<file path="src/rtl/mem_access_unit.sv">
// MAR/MDR memory-access unit: holds the address and data registers and runs
// single read/write transactions against a fixed-latency synchronous RAM.
//
//   state   | meaning
//   --------+-------------------------------------------------------------
//   IDLE    | no transaction; MAR/MDR loadable from the bus, requests accepted
//   RD_WAIT | read in flight; count_q edges remain before MDR captures RAM data
//   WR      | write strobe cycle; mem_wren_o is high for exactly this cycle
module mem_access_unit #(
    parameter int DATA_W  = 32,
    parameter int ADDR_W  = 9,
    parameter int MEM_LAT = 1
) (
    input  logic              clock_i,
    input  logic              reset_i,
    input  logic [DATA_W-1:0] bus_mux_out_i,
    input  logic              mar_in_i,
    input  logic              mdr_in_i,
    input  logic              mem_rd_i,
    input  logic              mem_wr_i,
    input  logic [DATA_W-1:0] mem_rdata_i,
    output logic [ADDR_W-1:0] mar_data_out_o,
    output logic [DATA_W-1:0] mdr_data_out_o,
    output logic [ADDR_W-1:0] mem_addr_o,
    output logic [DATA_W-1:0] mem_wdata_o,
    output logic              mem_wren_o,
    output logic              busy_o,
    output logic              done_o,
    output logic              err_o
);

    localparam int CNT_W = 3;

    typedef enum logic [1:0] {
        IDLE    = 2'd0,
        RD_WAIT = 2'd1,
        WR      = 2'd2
    } state_t;

    state_t              state_q, state_d;
    logic [CNT_W-1:0]    count_q, count_d;
    logic [ADDR_W-1:0]   mar_q, mar_d;
    logic [DATA_W-1:0]   mdr_q, mdr_d;
    logic                wren_q, wren_d;
    logic                done_q, done_d;
    logic                err_q, err_d;

    // State and datapath registers; reset aborts any transaction in flight.
    always_ff @(posedge clock_i) begin
        if (reset_i) begin
            state_q <= IDLE;
            count_q <= '0;
            mar_q   <= '0;
            mdr_q   <= '0;
            wren_q  <= 1'b0;
            done_q  <= 1'b0;
            err_q   <= 1'b0;
        end else begin
            state_q <= state_d;
            count_q <= count_d;
            mar_q   <= mar_d;
            mdr_q   <= mdr_d;
            wren_q  <= wren_d;
            done_q  <= done_d;
            err_q   <= err_d;
        end
    end

    // Next-state logic: MAR/MDR only change in IDLE or on read completion.
    always_comb begin
        state_d = state_q;
        count_d = count_q;
        mar_d   = mar_q;
        mdr_d   = mdr_q;
        wren_d  = 1'b0;
        done_d  = 1'b0;
        err_d   = 1'b0;
        case (state_q)
            IDLE: begin
                if (mar_in_i) mar_d = bus_mux_out_i[ADDR_W-1:0];
                if (mdr_in_i) mdr_d = bus_mux_out_i;
                if (mem_rd_i && mem_wr_i) begin
                    err_d = 1'b1;
                end else if (mem_rd_i) begin
                    state_d = RD_WAIT;
                    count_d = CNT_W'(MEM_LAT - 1);
                end else if (mem_wr_i) begin
                    state_d = WR;
                    wren_d  = 1'b1;
                end
            end
            RD_WAIT: begin
                if (mem_rd_i || mem_wr_i) err_d = 1'b1;
                if (count_q != '0) begin
                    count_d = count_q - 1'b1;
                end else begin
                    mdr_d   = mem_rdata_i;
                    done_d  = 1'b1;
                    state_d = IDLE;
                end
            end
            WR: begin
                if (mem_rd_i || mem_wr_i) err_d = 1'b1;
                done_d  = 1'b1;
                state_d = IDLE;
            end
            default: state_d = IDLE;
        endcase
    end

    assign mar_data_out_o = mar_q;
    assign mdr_data_out_o = mdr_q;
    assign mem_addr_o     = mar_q;
    assign mem_wdata_o    = mdr_q;
    assign mem_wren_o     = wren_q;
    assign busy_o         = (state_q != IDLE);
    assign done_o         = done_q;
    assign err_o          = err_q;

endmodule

</file>
<file path="config.mk">
export PLATFORM = sky130hd
export DESIGN_NAME = mem_access_unit
export DESIGN_NICKNAME = d
export VERILOG_FILES = /design/src/rtl/mem_access_unit.sv
export SDC_FILE = /design/constraint.sdc
export NUM_CORES = 1
export LEC_CHECK = 0
export CORE_MARGIN = 2
export CORE_UTILIZATION = 25
export CTS_CLUSTER_DIAMETER = 50
export DETAILED_ROUTE_END_ITERATION = 12
export HOLD_SLACK_MARGIN = 0.02
export SLEW_MARGIN = 20
export SYNTH_ARGS = -nofsm -noshare
export SYNTH_HDL_FRONTEND = slang
export SYNTH_SLANG_ARGS = --single-unit
</file>
<file path="constraint.sdc">
create_clock -name clock_i -period 2.2 [get_ports clock_i]
set_input_delay 0.66 -clock clock_i [delete_from_list [all_inputs] [get_ports clock_i]]
set_output_delay 0.66 -clock clock_i [all_outputs]
set_load 0.005 [all_outputs]
</file>
==> Word level (Yosys, flattened, before mapping) <==
Cells that the tools add are included.
{ "classes": {"add_sub_neg": 1, "n_eq_ne": 8, "mux": 18, "bitwise_logic": 1, "n_reduce_logical": 12} }
{ "op_table": {"columns": ["cell", "count"], "rows": [
  ["2-to-1 mux 32 bit", 2],
  ["case mux 32 bit (2 select lines)", 1],
  ["inequality test 2 bit, second input constant", 5],
  ["2-to-1 mux 3 bit", 3],
  ["2-to-1 mux 2 bit", 4],
  ["case mux 3 bit (2 select lines)", 1],
  ["AND reduction 3 bit", 2],
  ["2-to-1 mux 1 bit", 4],
  ["case mux 1 bit (2 select lines)", 2],
  ["case mux 2 bit (2 select lines)", 1],
  ["AND reduction 4 bit", 1],
  ["nonzero test 2 bit", 2],
  ["OR reduction 4 bit", 1],
  ["inequality test 3 bit, second input constant", 1],
  ["nonzero test 3 bit", 1],
  ["subtractor 3 x 1 -> 3 bit, second input constant", 1],
  ["equality test 2 x 1 -> 1 bit, second input constant", 1],
  ["equality test 2 bit, second input constant", 1],
  ["logical NOT 2 bit", 1],
  ["AND reduction 2 bit", 1],
  ["OR reduction 2 bit", 1],
  ["logical AND 1 bit", 1],
  ["logical OR 1 bit", 1],
  ["NOT 1 bit", 1]
]} }
{ "word_totals": {"reg_bits": 49, "elab_cells": 47} }

==> Longest topological paths before layout <==
{ "logic_depth": {"ltp_word": 4, "depth_mapped": 8, "mapped_depth_nobuf": 7} }

==> Worst setup path after synthesis <==
OpenSTA, ideal clock, no wires.
{ "synth_path": {"path_kind": "reg2out", "from": "register state_q[0]", "to": "output busy_o", "t_arrival_ps": 1003, "path_slack_ps": 537, "path_stages_with_launch": 5, "path_buffers": 1, "path_cell_list": "dfxtp_1 > inv_1 > ha_1 > clkbuf_1 > inv_1"} }
{ "synth_via": {"elab_chain_len": 1} }
{ "synth_rtl": {"columns": ["item", "line_no", "rtl"], "rows": [
  ["start, declared", "40", "state_t state_q, state_d;"],
  ["start signal, assigned", "59", "state_q <= state_d;"],
  ["nonzero test 2 bit", "116", "assign busy_o = (state_q != IDLE);"],
  ["end, declared", "27", "output logic busy_o,"]
]} }
No other way between the ends.

==> Final worst setup path <==
{ "layout_path": {"from": "register mdr_q[3] (netlist: mdr_data_out_o[3])", "to": "output mem_wdata_o[3]"} }
{ "layout_lines": {"columns": ["item", "line_no", "rtl"], "rows": [
  ["start, declared", "43", "logic [DATA_W-1:0] mdr_q, mdr_d;"],
  ["start signal, assigned", "62", "mdr_q <= mdr_d;"],
  ["end, declared", "25", "output logic [DATA_W-1:0] mem_wdata_o,"]
]} }
No word-level cell between the ends.

==> impl_metrics.yaml <==
critical_path:
  cp_top_family: "buffers and inverters"
  slowest_delay_ps: 520
  crit_path_end: "mem_wdata_o[3]"
  crit_type: "reg2out"
  r2r_start: "state_q[1]"
  path_cells: "clkdlybuf4s50_1"
  crit_start: "mdr_data_out_o[3]"
  r2r_cells: 7
  crit_path_end_kind: "output pin"
  required_ps: 1540
  regToRegSetupSlack_ps: 520
  crit_cells: 1
  timing.rr.end: "count_q[1]"
  arrival_ps: 1240
  crit_buf_inv: 1
  cp_slowest_cell: "clkdlybuf4s50_1"
  critPathLaunchType: "register"
  cp_max_fo: 3
sta:
  clock.fmax_mhz: 527.4
  timing.final.crit_period_ps: 1896
  setup_tns_ps: 0
  timing.final.crit_share_pct: 86.18
  finalSetupViolations: 0
  finalMaxSlewViolations: 0
  rsz0062_at_grt: "false"
  fin_skew_ps: 10.94
  finalHoldViolations: 0
  worst-slew-pin-transition_ps: 617.6
  slew_headroom_pct: 58.83
yosys:
  synth-seq-cells: 49
  synthesis.area_um2: 2681
  syn-num-nets: 357
  synth_simple_gate_area_share_pct: 11.76
  syn_inst: 280
  synth.mux.area_fraction_pct: 12.32
  avgSynthCellArea_um2: 9.576
  synth_top_family_by_area: "compound AO/OA/AOI/OAI gates"
  seq_area_frac_synth_pct: 36.58
  synthXorXnorAreaFrac_pct: 0.3266
  synthAdderAreaFrac_pct: 3.266
  synthDistinctLibCells: 29
  yosysWarnings: 0
  synth_compound_area_share_pct: 19.04
clock_network:
  clk_pin_slew_ps: 100
  hold_buffers: 0
  cts_buffer_depth: 2
  clkLatencyLatePin_ps: 310
  clock_sinks: 49
  tritoncts: "done"
  h-tree-depth: 2
  clock-root-buffer: "clkbuf_8"
  tritoncts.num_buffers: 5
global_route:
  use_met3_pct: 3.390
  grt-ovfl-total: 0
  busiest_layer: "met2"
  use_met1_pct: 14.94
  antenna_found_initial: 0
  globalRouteMet2Util_pct: 22.19
  track_usage_pct: 12.52
  grt_max_degree: 36
  grt_pass1_vias: 2302
  grt_pass1_wl_um: 11560
floorplanning:
  core-area_um2: 10370
  dieArea_um2: 11570
  io_pins: 156
  rows: 37
  dieHeight_um: 107.6
  fp.dieW_um: 107.6
  start_util_pct: 25.86
placement:
  place_hpwl_um: 5823
  io_buffers: 155
  routabilityCongestion: 0.8003
hold_path:
  hold_class: "reg2reg"
drt:
  wl_um: 7489
  routedWlPerCell_um: 14.16
  ant_nets: 0
  vias: 2333
  via_per_inst: 4.410
  first_pass_iters: 4
  drt-initial-drc-count: 49
  drc: 0
power_and_ir_drop:
  p_clk_share_pct: 23.5
  power.switching_mw: 0.8529
  max-vdd-ir-drop_mv: 0.3590
  switching_share_pct: 29.29
  p_comb_share_pct: 38.8
  p_per_area_nw_per_um2: 688.8
  p_int_mw: 2.059
  p_seq_share_pct: 37.8
  p_leak_nw: 1.497
finish:
  register_area_um2: 983.4
  drive_above_1_share_pct: 13.99
  antenna-diode-count: 0
  syn2layout_area_growth_pct: 57.68
  multiInputGateArea_um2: 1257
  final_util_pct: 40.77
  fill_cells: 1028
  fin_nets: 469
run:
  cap_violations: 0
run_status:
  status: "finished clean"
flip-flops by register name (all words and copies together) (netlist names):
| name | flops |
|---|---|
| mar_data_out_o | 9 |
| count_q | 3 |
| mem_wren_o | 1 |
| err_o | 1 |
| mdr_data_out_o | 32 |
| done_o | 1 |
| state_q | 2 |
cell families (layout without fill, tap and decap cells):
family	after synthesis	count (layout)
AOI/OAI and AO/OA	55	55
xor gates and xnor gates	1	1
adders and majority gates	7	7
buffers and inverters	66	179
DFF	49	49
muxes	33	33
and+or+nand+nor	69	69
area by class of cell:
type | count | share of cell area [%]
multi-input cells | 165 | 29.74
well taps | 136 | 4.025
flip-flops and latches | 49 | 23.26
clock inverters | 2 | 0.8878
repair buffers | 165 | 39.60
inverters | 6 | 0.5327
clock buffers | 6 | 1.953
cells in the final DEF (no fill, tap or decap), types with 2 or more instances in the layout:
master             n
dfxtp_1           47
o21ai_0            3
nor2_1            33
inv_2              2
ha_2               2
mux2i_1           33
nand3_1           13
a211oi_2          28
nor2b_1            3
o211ai_1           2
dfxtp_2            2
inv_1              4
clkdlybuf4s50_1  153
clkbuf_8           6
nand2_1           12
a211oi_1           5
a21oi_1           15
buf_12             4
buf_4              6
ha_1               5
power by group through the flow:
| stage | combinational (mW) | sequential [mW] | clock (mW) |
|---|---|---|---|
| finish | 1.13 | 1.10 | 0.683 |
| global route | 1.23 | 1.12 | 0.740 |
| CTS | 1.15 | 1.10 | 0.714 |
| detailed placement | 1.14 | 1.12 | 0 |
| global placement | 1.13 | 1.11 | 0 |
| floorplan | 0.631 | 1.11 | 0 |
metrics by stage:
| stage | total power, mW | cells | instance area, um^2 | setup WS [ps] | hold slack, ps |
|---|---|---|---|---|---|
| after CTS | 2.962 | 528 | 4218 | 21.83 | 475.2 |
| after detailed placement | 2.265 | 520 | 4093 | 159.0 | 459.6 |
| after floorplan | 1.741 | 280 | 2681 | 537.2 | 443.7 |
| after global placement | 2.243 | 520 | 4093 | 237.1 | 453.9 |
| final | 2.912 | 529 | 4228 | 304.0 | 469.8 |
| after global routing | 3.089 | 529 | 4228 | 254.0 | 505.8 |
worst min-delay path by stage:
stage,startpoint,end,depth (start not counted)
2_1_floorplan,count_q[1],count_q[1],2
3_3_place_gp,count_q[1],count_q[1],2
3_5_place_dp,count_q[2],count_q[2],2
4_1_cts,count_q[2],count_q[2],2
5_1_grt,count_q[0],count_q[0],2
6_report,count_q[2],count_q[2],2
per-layer routing:
| layer | up-vias | part of all wire, % | wire, um |
|---|---|---|---|
| met4 | 0 | 0.84 | 63 |
| met5 | - | 0 | 0 |
| met3 | 7 | 7.7 | 576 |
| met2 | 88 | 49 | 3636 |
| met1 | 1082 | 43 | 3213 |
| li1 | 1156 | - | - |
synthesized netlist by cell type:
| cell | n | area, um^2 |
|---|---|---|
| nand2_1 | 12 | 45.04 |
| buf_4 | 44 | 330.3 |
| nand2b_1 | 1 | 6.260 |
| nor2b_1 | 3 | 18.77 |
| a211oi_1 | 5 | 37.54 |
| xnor2_1 | 1 | 8.760 |
| o211ai_1 | 2 | 15.01 |
| inv_1 | 6 | 22.52 |
| nand3b_1 | 1 | 7.510 |
| nor2_4 | 1 | 11.26 |
| o21ai_0 | 3 | 15.01 |
| o211a_1 | 1 | 10.01 |
| dfxtp_1 | 49 | 980.9 |
| ha_1 | 7 | 87.58 |
| mux2i_1 | 33 | 330.3 |
| nor2_1 | 33 | 123.9 |
| a211oi_2 | 28 | 350.3 |
| nor3b_1 | 1 | 7.510 |
| buf_2 | 4 | 20.02 |
| buf_6 | 4 | 45.04 |
| a21oi_1 | 15 | 75.07 |
| nor3_1 | 1 | 5.000 |
| and2_1 | 1 | 6.260 |
| o31ai_1 | 1 | 7.510 |
| nand4b_1 | 1 | 8.760 |
| buf_1 | 1 | 3.750 |
| and2b_4 | 1 | 10.01 |
| clkbuf_1 | 7 | 26.28 |
| nand3_1 | 13 | 65.06 |
what timing repair did:
action | CTS | global route
setup endpoints to repair | 1 | 1
cloned | 0 | 0
resized for setup | 3 | 3
pin swaps | 0 | 0
setup buffers | 0 | 1
(Power assumes the default switching activity.)
==> edit: new RTL, same flow settings <==
Remove the register `wren_q`: a continuous assignment takes its place, so the output `mem_wren_o` follows one clock earlier.
--- a/src/rtl/mem_access_unit.sv
+++ b/src/rtl/mem_access_unit.sv
@@ -52,7 +52,6 @@
             count_q <= '0;
             mar_q   <= '0;
             mdr_q   <= '0;
-            wren_q  <= 1'b0;
             done_q  <= 1'b0;
             err_q   <= 1'b0;
         end else begin
@@ -60,11 +59,12 @@
             count_q <= count_d;
             mar_q   <= mar_d;
             mdr_q   <= mdr_d;
-            wren_q  <= wren_d;
             done_q  <= done_d;
             err_q   <= err_d;
         end
     end
+
+    assign wren_q = wren_d;
 
     // Next-state logic: MAR/MDR only change in IDLE or on read completion.
     always_comb begin
Function: changed (a bounded check fails within 4 cycles, from zero or initial values and one cycle with reset_i high).
==> edit against the original RTL <==
- clock power fell by 21%
- setup slack got worse by 0.21 ns
- worst hold slack improved by 0.015 ns
- final area fell by 0.62%
- critical endpoint is now busy_o
- global-route usage rose by 0.23 points
- synthesized area rose by 1.4%
- wire length rose by 2.6%
- power fell by 1.6%
- sequential cell count fell by 1
==> edit: results (changes against the original RTL) <==
yosys:
  synthTopCellsByCount: "dfxtp_1, a21oi_1, buf_4, mux2i_1, a211oi_2"  # was dfxtp_1, buf_4, mux2i_1, nor2_1, a211oi_2
  ys_types: 28  # was 29
  yosysWarnings: 0  # unchanged
  synth.avg_cell_area_um2: 9.85  # was 9.58 um2
  yosysSeqAreaShare: 0.353  # was 0.366
  yosys-top-cells-area: "dfxtp_1, a211oi_2, mux2i_1"  # was dfxtp_1, a211oi_2, buf_4
  syn-num-nets: 353  # was 357
routing:
  drtIter0Drc: 109  # was 49
  wire_per_inst_um: 14.5  # was 14.2 um
  wl_met2_um: 3690  # was 3640 um
  met1_length_um: 3260  # was 3210 um
  highest_layer: "met4"  # unchanged
  wl_met3_um: 657  # was 576 um
  viasPerCell: 4.55  # was 4.41
pwr:
  peakVddDrop_mv: 0.273  # was 0.359 mV
  comb_power_share: 0.430  # was 0.388
  internal_power_mw: 1.99  # was 2.06 mW
  p_clk_mw: 0.539  # was 0.683 mW
  leakagePower_nw: 1.45  # was 1.50 nW
grt:
  use_met1: 0.162  # was 0.149
  grt_max_degree: 33  # was 36
  met3_usage: 0.0319  # was 0.0339
  grt_pass1_wl_um: 12000  # was 11600 um
  first_global_vias: 2330  # was 2302
place:
  dpl_cell_area_um2: 4110  # was 4090 um2
  globalplace.congestion: 0.738  # was 0.800
  dpl.cell_count: 519  # was 520
  port_buffers: 155  # unchanged
layout:
  fillerInstances: 1079  # was 1028
  nNetsFinal: 464  # was 469
  drive_above_1_share: 0.149  # was 0.140
  fin_cells: 528  # was 529
setup_path:
  crit_path_start: "state_q[1]"  # was mdr_data_out_o[3]
  crit_arrival_ns: 1.45  # was 1.24 ns
  r2r-start: "count_q[0]"  # was state_q[1]
  cp_max_fo: 4  # was 3
  endpoint: "busy_o"  # was mem_wdata_o[3]
  r2r_end: "state_q[1]"  # was count_q[1]
timing:
  tightest_slew_ns: 0.533  # was 0.618 ns
  hold_slack_ns: 0.485  # was 0.470 ns
  period_minus_slack_ns: 2.11  # was 1.90 ns
  skew_ns: 0.00690  # was 0.0109 ns
cts:
  cts_resized: 5  # was 3
  cts.reportedPaths.clkPinSlew_ns: 0.08  # was 0.10 ns
  root_buffer: "clkbuf_8"  # unchanged
worst_hold_path:
  hold_start: "mar_data_out_o[4]"  # was count_q[2]
outcome:
  outcome: "completed"  # unchanged
## edit: cell count changes in the layout (fill, tap and decap cells not counted), sizes merged, moves of 3 or more
cell    before  now
a21oi       15   42
nor2        34    0
nor2b        3    0
a311o        0    3
clkbuf       6    9
## edit: cell type report
| class | instances | area (um2) | share of cell area |
|---|---|---|---|
| Timing Repair Buffer | 167 | 1640 | 0.391 |
| Multi-Input combinational cell | 158 | 1300 | 0.310 |
| Sequential cell | 48 | 963 | 0.229 |
| Tap cell | 140 | 175 | 0.0417 |
| Clock buffer | 8 | 90.1 | 0.0214 |
| Inverter | 7 | 26.3 | 0.00625 |
## edit: cells by family after synthesis
family                   Yosys count  share of synthesized area
multiplexers                      36                      0.135
AND/OR/NAND/NOR                   31                     0.0598
AO/OA/AOI/OAI                     83                      0.248
adder cells (fa/ha/maj)            7                     0.0322
buffers and inverters             70                      0.169
flip-flops                        48                      0.353
XOR/XNOR                           1                    0.00322
